File: src/rtl/vending_machine_multi.sv
// Multi-product vending controller: credit in 5-rupee units, per-item prices,
// cancel/refund, and change paid out one 10/5-rupee coin per clock.
module vending_machine_multi #(
  parameter int NUM_ITEMS  = 4,
  parameter int SEL_W      = 2,
  parameter int CREDIT_W   = 4,
  parameter int MAX_CREDIT = 10,
  parameter logic [NUM_ITEMS*CREDIT_W-1:0] PRICES = {4'd7, 4'd5, 4'd4, 4'd3}
) (
  input  logic                 clk,
  input  logic                 rst,
  input  logic [1:0]           coin,
  input  logic [SEL_W-1:0]     sel,
  input  logic                 buy,
  input  logic                 cancel,
  input  logic [NUM_ITEMS-1:0] sold_out,
  output logic [CREDIT_W-1:0]  credit,
  output logic                 done,
  output logic [SEL_W-1:0]     item,
  output logic [1:0]           change,
  output logic                 coin_reject,
  output logic                 deny,
  output logic                 busy
);

  typedef enum logic [1:0] {IDLE, VEND, CHANGE} state_t;

  localparam logic [CREDIT_W-1:0] ONE       = CREDIT_W'(1);
  localparam logic [CREDIT_W-1:0] TWO       = CREDIT_W'(2);
  localparam logic [CREDIT_W:0]   MAX_CRD_W = (CREDIT_W+1)'(MAX_CREDIT);

  state_t              state;
  logic                buy_held;
  logic                buy_req;
  logic [CREDIT_W:0]   coin_units;
  logic [CREDIT_W:0]   credit_sum;
  logic                coin_fits;
  logic [CREDIT_W-1:0] price;
  logic                in_stock;
  logic                can_buy;
  logic [1:0]          pay_coin;
  logic [CREDIT_W-1:0] pay_rest;

  // A buy held across cycles in IDLE is one request; buy_held is cleared
  // while busy so a buy still held on return to IDLE counts as new.
  assign buy_req = buy && !buy_held;

  always_comb begin
    coin_units = '0;
    case (coin)
      2'b01:   coin_units = (CREDIT_W+1)'(1);
      2'b10:   coin_units = (CREDIT_W+1)'(2);
      2'b11:   coin_units = (CREDIT_W+1)'(4);
      default: coin_units = '0;
    endcase
    credit_sum = {1'b0, credit} + coin_units;
    coin_fits  = (credit_sum <= MAX_CRD_W);
  end

  // Indices at or beyond NUM_ITEMS never match, so they read as out of stock.
  always_comb begin
    price    = '0;
    in_stock = 1'b0;
    for (int i = 0; i < NUM_ITEMS; i++) begin
      if ({1'b0, sel} == (SEL_W+1)'(i)) begin
        price    = PRICES[i*CREDIT_W +: CREDIT_W];
        in_stock = !sold_out[i];
      end
    end
    can_buy = in_stock && (credit >= price);
  end

  always_comb begin
    pay_coin = 2'b00;
    pay_rest = '0;
    if (credit >= TWO) begin
      pay_coin = 2'b10;
      pay_rest = credit - TWO;
    end else if (credit == ONE) begin
      pay_coin = 2'b01;
      pay_rest = '0;
    end
  end

  always_ff @(posedge clk) begin
    if (rst) begin
      state       <= IDLE;
      credit      <= '0;
      done        <= 1'b0;
      item        <= '0;
      change      <= 2'b00;
      coin_reject <= 1'b0;
      deny        <= 1'b0;
      busy        <= 1'b0;
      buy_held    <= 1'b0;
    end else begin
      done        <= 1'b0;
      deny        <= 1'b0;
      coin_reject <= 1'b0;
      change      <= 2'b00;
      case (state)
        IDLE: begin
          buy_held <= buy;
          if (coin != 2'b00 && (cancel || buy_req || !coin_fits))
            coin_reject <= 1'b1;
          if (cancel && credit != '0) begin
            // First refund coin goes out on the same edge that enters CHANGE.
            state  <= CHANGE;
            busy   <= 1'b1;
            change <= pay_coin;
            credit <= pay_rest;
          end else if (buy_req) begin
            if (can_buy) begin
              state  <= VEND;
              busy   <= 1'b1;
              done   <= 1'b1;
              item   <= sel;
              credit <= credit - price;
            end else begin
              deny <= 1'b1;
            end
          end else if (coin != 2'b00 && !cancel && coin_fits) begin
            credit <= credit_sum[CREDIT_W-1:0];
          end
        end
        VEND, CHANGE: begin
          buy_held <= 1'b0;
          if (coin != 2'b00)
            coin_reject <= 1'b1;
          if (credit != '0) begin
            state  <= CHANGE;
            change <= pay_coin;
            credit <= pay_rest;
          end else begin
            state <= IDLE;
            busy  <= 1'b0;
          end
        end
        default: begin
          state <= IDLE;
          busy  <= 1'b0;
        end
      endcase
    end
  end

endmodule

File: config.mk
export PLATFORM = sky130hd
export DESIGN_NAME = vending_machine_multi
export DESIGN_NICKNAME = d
export VERILOG_FILES = /design/src/rtl/vending_machine_multi.sv
export SDC_FILE = /design/constraint.sdc
export NUM_CORES = 1
export LEC_CHECK = 0
export CAP_MARGIN = 40
export CELL_PAD_IN_SITES_DETAIL_PLACEMENT = 0
export CELL_PAD_IN_SITES_GLOBAL_PLACEMENT = 1
export CORE_MARGIN = 4
export CORE_UTILIZATION = 42
export CTS_BUF_LIST = sky130_fd_sc_hd__clkbuf_8
export DETAILED_ROUTE_END_ITERATION = 16
export GPL_TIMING_DRIVEN = 0
export HOLD_SLACK_MARGIN = 0.08
export PLACE_DENSITY_LB_ADDON = 0.1
export SYNTH_ARGS = -nofsm -noshare
export SYNTH_HDL_FRONTEND = slang
export SYNTH_SLANG_ARGS = --single-unit
File: constraint.sdc
create_clock -name clk -period 9 [get_ports clk]
set_clock_uncertainty 0.2 [all_clocks]
set_input_delay 1.8 -clock clk [delete_from_list [all_inputs] [get_ports clk]]
set_output_delay 1.8 -clock clk [all_outputs]
set_load 0.005 [all_outputs]
* After elaboration in Yosys (flattened, before gate mapping)
Cells that the tools add are included.
Word-level totals: register bits 15, latch bits 0, memory bits (writable) 0, memory bits (read-only) 0, input bits 12, output and inout bits 12, memories kept 0
Operators by class: $add $sub $neg 3, multiply operators 0, div/mod/pow operators 0, order comparisons 3, equality and inequality tests 15, shift-type cells 0, multiplexer cells 37, bitwise logic cells 3, reductions and logical operators 26
Operator list (number):
- 4-bit 2-to-1 mux | 9
- 2-bit 2-to-1 mux | 8
- 1-bit 2-to-1 mux | 13
- 2-bit == test (second input constant) | 5
- 3-bit case mux with 3 select lines | 1
- 4-bit != test (second input constant) | 2
- 2-bit case mux with 2 select lines | 2
- 4-bit case mux with 2 select lines | 1
- 4-bit AND reduction | 2
- 1-bit logical NOT | 7
- 2-bit by 1-bit == test with 1-bit output (second input constant) | 3
- 1-bit logical AND | 6
- 3-bit != test (second input constant) | 2
- 1-bit case mux with 2 select lines | 3
- 4-bit by 5-bit adder with 5-bit output | 1
- 5-bit by 4-bit less-or-equal comparator with 1-bit output (second input constant) | 1
- 4-bit by 1-bit == test with 1-bit output (second input constant) | 1
- 4-bit by 2-bit >= comparator with 1-bit output (second input constant) | 1
- 4-bit >= comparator | 1
- 2-bit logical NOT | 2
- 2-bit != test (second input constant) | 2
- 2-bit nonzero test | 2
- 4-bit nonzero test | 1
- 4-bit OR reduction | 1
- other kinds (7) | 10

* Depth between registers and ports, before layout
word-level depth 11, gate-level depth with buffers 11

* Least setup slack after synthesis
Ideal clock, no wire load.
kind input-to-reg, start input port sel[1], end register credit[2], data arrival time 3890 ps, data required time 8677 ps, path slack 4786 ps, stages on the path 11, buffers on the path 0, cells stage by stage inv_1 > ha_1 > inv_1 > ha_1 > fa_1 > a21bo_1 > a211o_1 > nand4_4 > nor2b_4 > a21oi_1 > mux2_1
Between the ends: cells in the longest elaborated chain, start to end 10
RTL lines:
- from (decl) | line 13 | input logic [SEL_W-1:0] sel,
- 2-bit logical NOT | line 65 | if ({1'b0, sel} == (SEL_W+1)'(i)) begin
- 2-bit 2-to-1 mux | line 65
- 4-bit 2-to-1 mux (3 in series) | line 65
- 4-bit subtractor | line 118 | credit <= credit - price;
- 4-bit 2-to-1 mux | line 113 | if (can_buy) begin
- 4-bit 2-to-1 mux | line 112 | end else if (buy_req) begin
- 4-bit 2-to-1 mux | line 106 | if (cancel && credit != '0) begin
- 4-bit case mux with 2 select lines | line 101 | case (state)
- to (signal assigned) | line 111 | credit <= pay_rest;
- to (signal assigned) | line 118
- to (signal assigned) | line 123 | credit <= credit_sum[CREDIT_W-1:0];
- to (decl) | line 17 | output logic [CREDIT_W-1:0] credit,
Parallel ways exist; a longest one is shown, timed or not. The select of a mux whose other input is x is not followed. A chain may end at the register's enable or synchronous reset.

* Final worst setup path
Same ends and word-level chain as after synthesis.

==> metrics.cfg <==
[status]
status = finished clean

[floorplan]
die_x_microns = 61.6
fp.dieH_microns = 61.6
dieArea_sq_um = 3800
start_util_pct = 43.8
io_pins = 24
num_rows = 19
core-area_sq_um = 2760

[cells_and_area]
area_delta_synth_final_pct = 26.1
fin_area_sq_um = 1520
drive_gt1_share_pct = 9.20
nets = 203
finalNonFillerCells = 205
antenna_cells = 0

[clock_tree]
cts_tree = built
clkSinkCount = 15
path_clk_slew_ps = 70
cts_resized = 0
clk-insertion-delay-late_ps = 250
ctsRootBufferMaster = clkbuf_8
cts_hold_buf = 0
htree_num_levels = 1
post_cts_buffers = 0
clk_path_buf_depth = 2
tritoncts.num_buffers = 3

[synthesis]
synth_top_area_cell = dfxtp_1
netlist_area_sq_um = 1210
synth_cell_types = 49
synth_compound_area_share_pct = 21.5
synth_edf_count = 0
synth_xor_xnor_area_share_pct = 1.45
synth.most_common_cell = nor2_1
yosys_warnings = 0
synth_top_family_by_area = simple AND/OR/NAND/NOR gates
synth_fp_nets = 175
synth_top_flop_cell = dfxtp_1
syn_avg_cell_area_sq_um = 8.21
yosys.area.top_type_share_pct = 24.9
synthAdderAreaFrac_pct = 17.8
synth.area.top_cells = dfxtp_1 25%, ha_1 15%, a21oi_1 5.4%
synth-simple-area-share_pct = 26.6
synth_commonest_cells = 17 x nor2_1, 15 x dfxtp_1, 14 x ha_1
yosys_register_bits = 15
synth-seq-area-share_pct = 24.9
synthMuxAreaShare_pct = 2.69
post_synth_inst_count = 147
synthArstFlopShare_pct = 0

[placed_design]
place.gp.congestion = 0.821
placed_area_sq_um = 1480
dp.cells = 201
place_hpwl_microns = 2350
io_buffers = 23

[routing]
drt_wl_total_microns = 2910
vias_per_cell = 5.38
drc = 0
detail_route.first_pass.iterations = 4
drtIter0Drc = 40
wl_per_cell_microns = 14.2
vias = 1103
postRouteAntennaNets = 0

[global_route]
grt_overflow = 0
first_global_vias = 1078
grt_pass1_wl_microns = 4870
grt_start_max_net_pins = 11
antenna_found_initial = 0
grt_usage_pct = 17.1

[setup_path]
cp-end-kind = register
worstSetupStartpointType = input port
critPathMaxFanout = 8
required_ps = 8930
critPathArrivalTime_ps = 4590
crit_type = in2reg

[timing]
slew_viol_final = 0
worstMarginPinSlew_ps = 523
final-hold-violation-count = 0
setup_viol = 0
final.period_utilization_pct = 51.8
rsz0062_at_grt = false
max_freq_ghz = 0.215
fin_setup_tns_ps = 0
slew_headroom_pct = 64.8
min_period_ps = 4660

[pwr]
totalPowerFinal_w = 0.000406
irDropWorstVdd_mv = 0.168
power_leakage_nw = 0.660
cellPowerDensity_nw_per_um2 = 266

[min_path]
hold_class = reg2reg

[run]
drv_cap = 0

state kept, by name (all words and copies together) (netlist names):
signal,cells
deny,1
coin_reject,1
state,2
buy_held,1
change,2
credit,4
item,2
done,1
busy,1
critical path, stage by stage:
cell and delay (ps):
clkdlybuf4s50_1 450, inv_1 150, ha_1 180, inv_1 60, ha_1 210, fa_1 400
a21bo_1 190, a211o_1 190, nand4_4 170, nor2b_4 190, a21oi_1 260, mux2_1 350
area by class of cell:
type,count,area (sq um)
fillers,262,1230
multi-input cells,116,846
flip-flops and latches,15,300
repair buffers,23,230
inverters,13,48.8
clock buffers,3,41.3
well taps,31,38.8
plain buffers,3,12.5
clock inverters,1,5.00
path summary, 6_finish.rpt:
path	from	endpoint	slack [ps]	depth (start not counted)
worst max-delay path	sel[1]	credit[2]	4340	12
worst min-delay path	item[1]	item[1]	300	2
worst max register to register	credit[1]	credit[2]	6040	8
worst min register to register	item[1]	item[1]	300	2
cells in the final DEF, fill, tap and decap left out, types with 2 or more instances in the layout:
cell	count
nor3b_1	2
nand2b_1	2
dfxtp_1	15
nor2_1	17
fa_1	2
nand3_1	2
nor4_1	4
nand2_1	11
clkbuf_1	2
ha_1	14
clkbuf_8	3
a21o_1	3
inv_1	13
nor3_1	6
clkdlybuf4s50_1	23
o21ai_0	5
a21oi_1	13
a211o_1	2
nand2_2	2
report_power, final:
group	switching (W)	total [W]	internal [W]
Clock	0.0000243	0.0000549	0.0000306
Combinational	0.000134	0.000253	0.000119
Sequential	0.0000164	0.0000980	0.0000817
Total	0.000175	0.000406	0.000231
metal layers:
layer  GRT usage, %  part of all wire (%)  vias up
met5              0                     0        -
met4           3.64                  0.86        0
met3           2.10                   2.5        2
met2           29.7                    50       16
met1           22.5                    46      509
li1               -                     -      576
cells by family after synthesis:
group,after synthesis
xor+xnor,2
compound gates,37
mux,3
simple gates,58
flops,15
buf+inv,16
fa+ha+maj,16
through the flow:
step           utilization, %  setup WS [ps]  hold slack [ps]
5_1_grt                  55.2           4100              311
2_1_floorplan               -           4790              249
3_3_place_gp             53.5           4120              262
6_report                 55.2           4340              302
4_1_cts                  55.2           4320              295
3_5_place_dp             53.5           4070              282
Note: power is estimated with default switching activity, not from simulation.
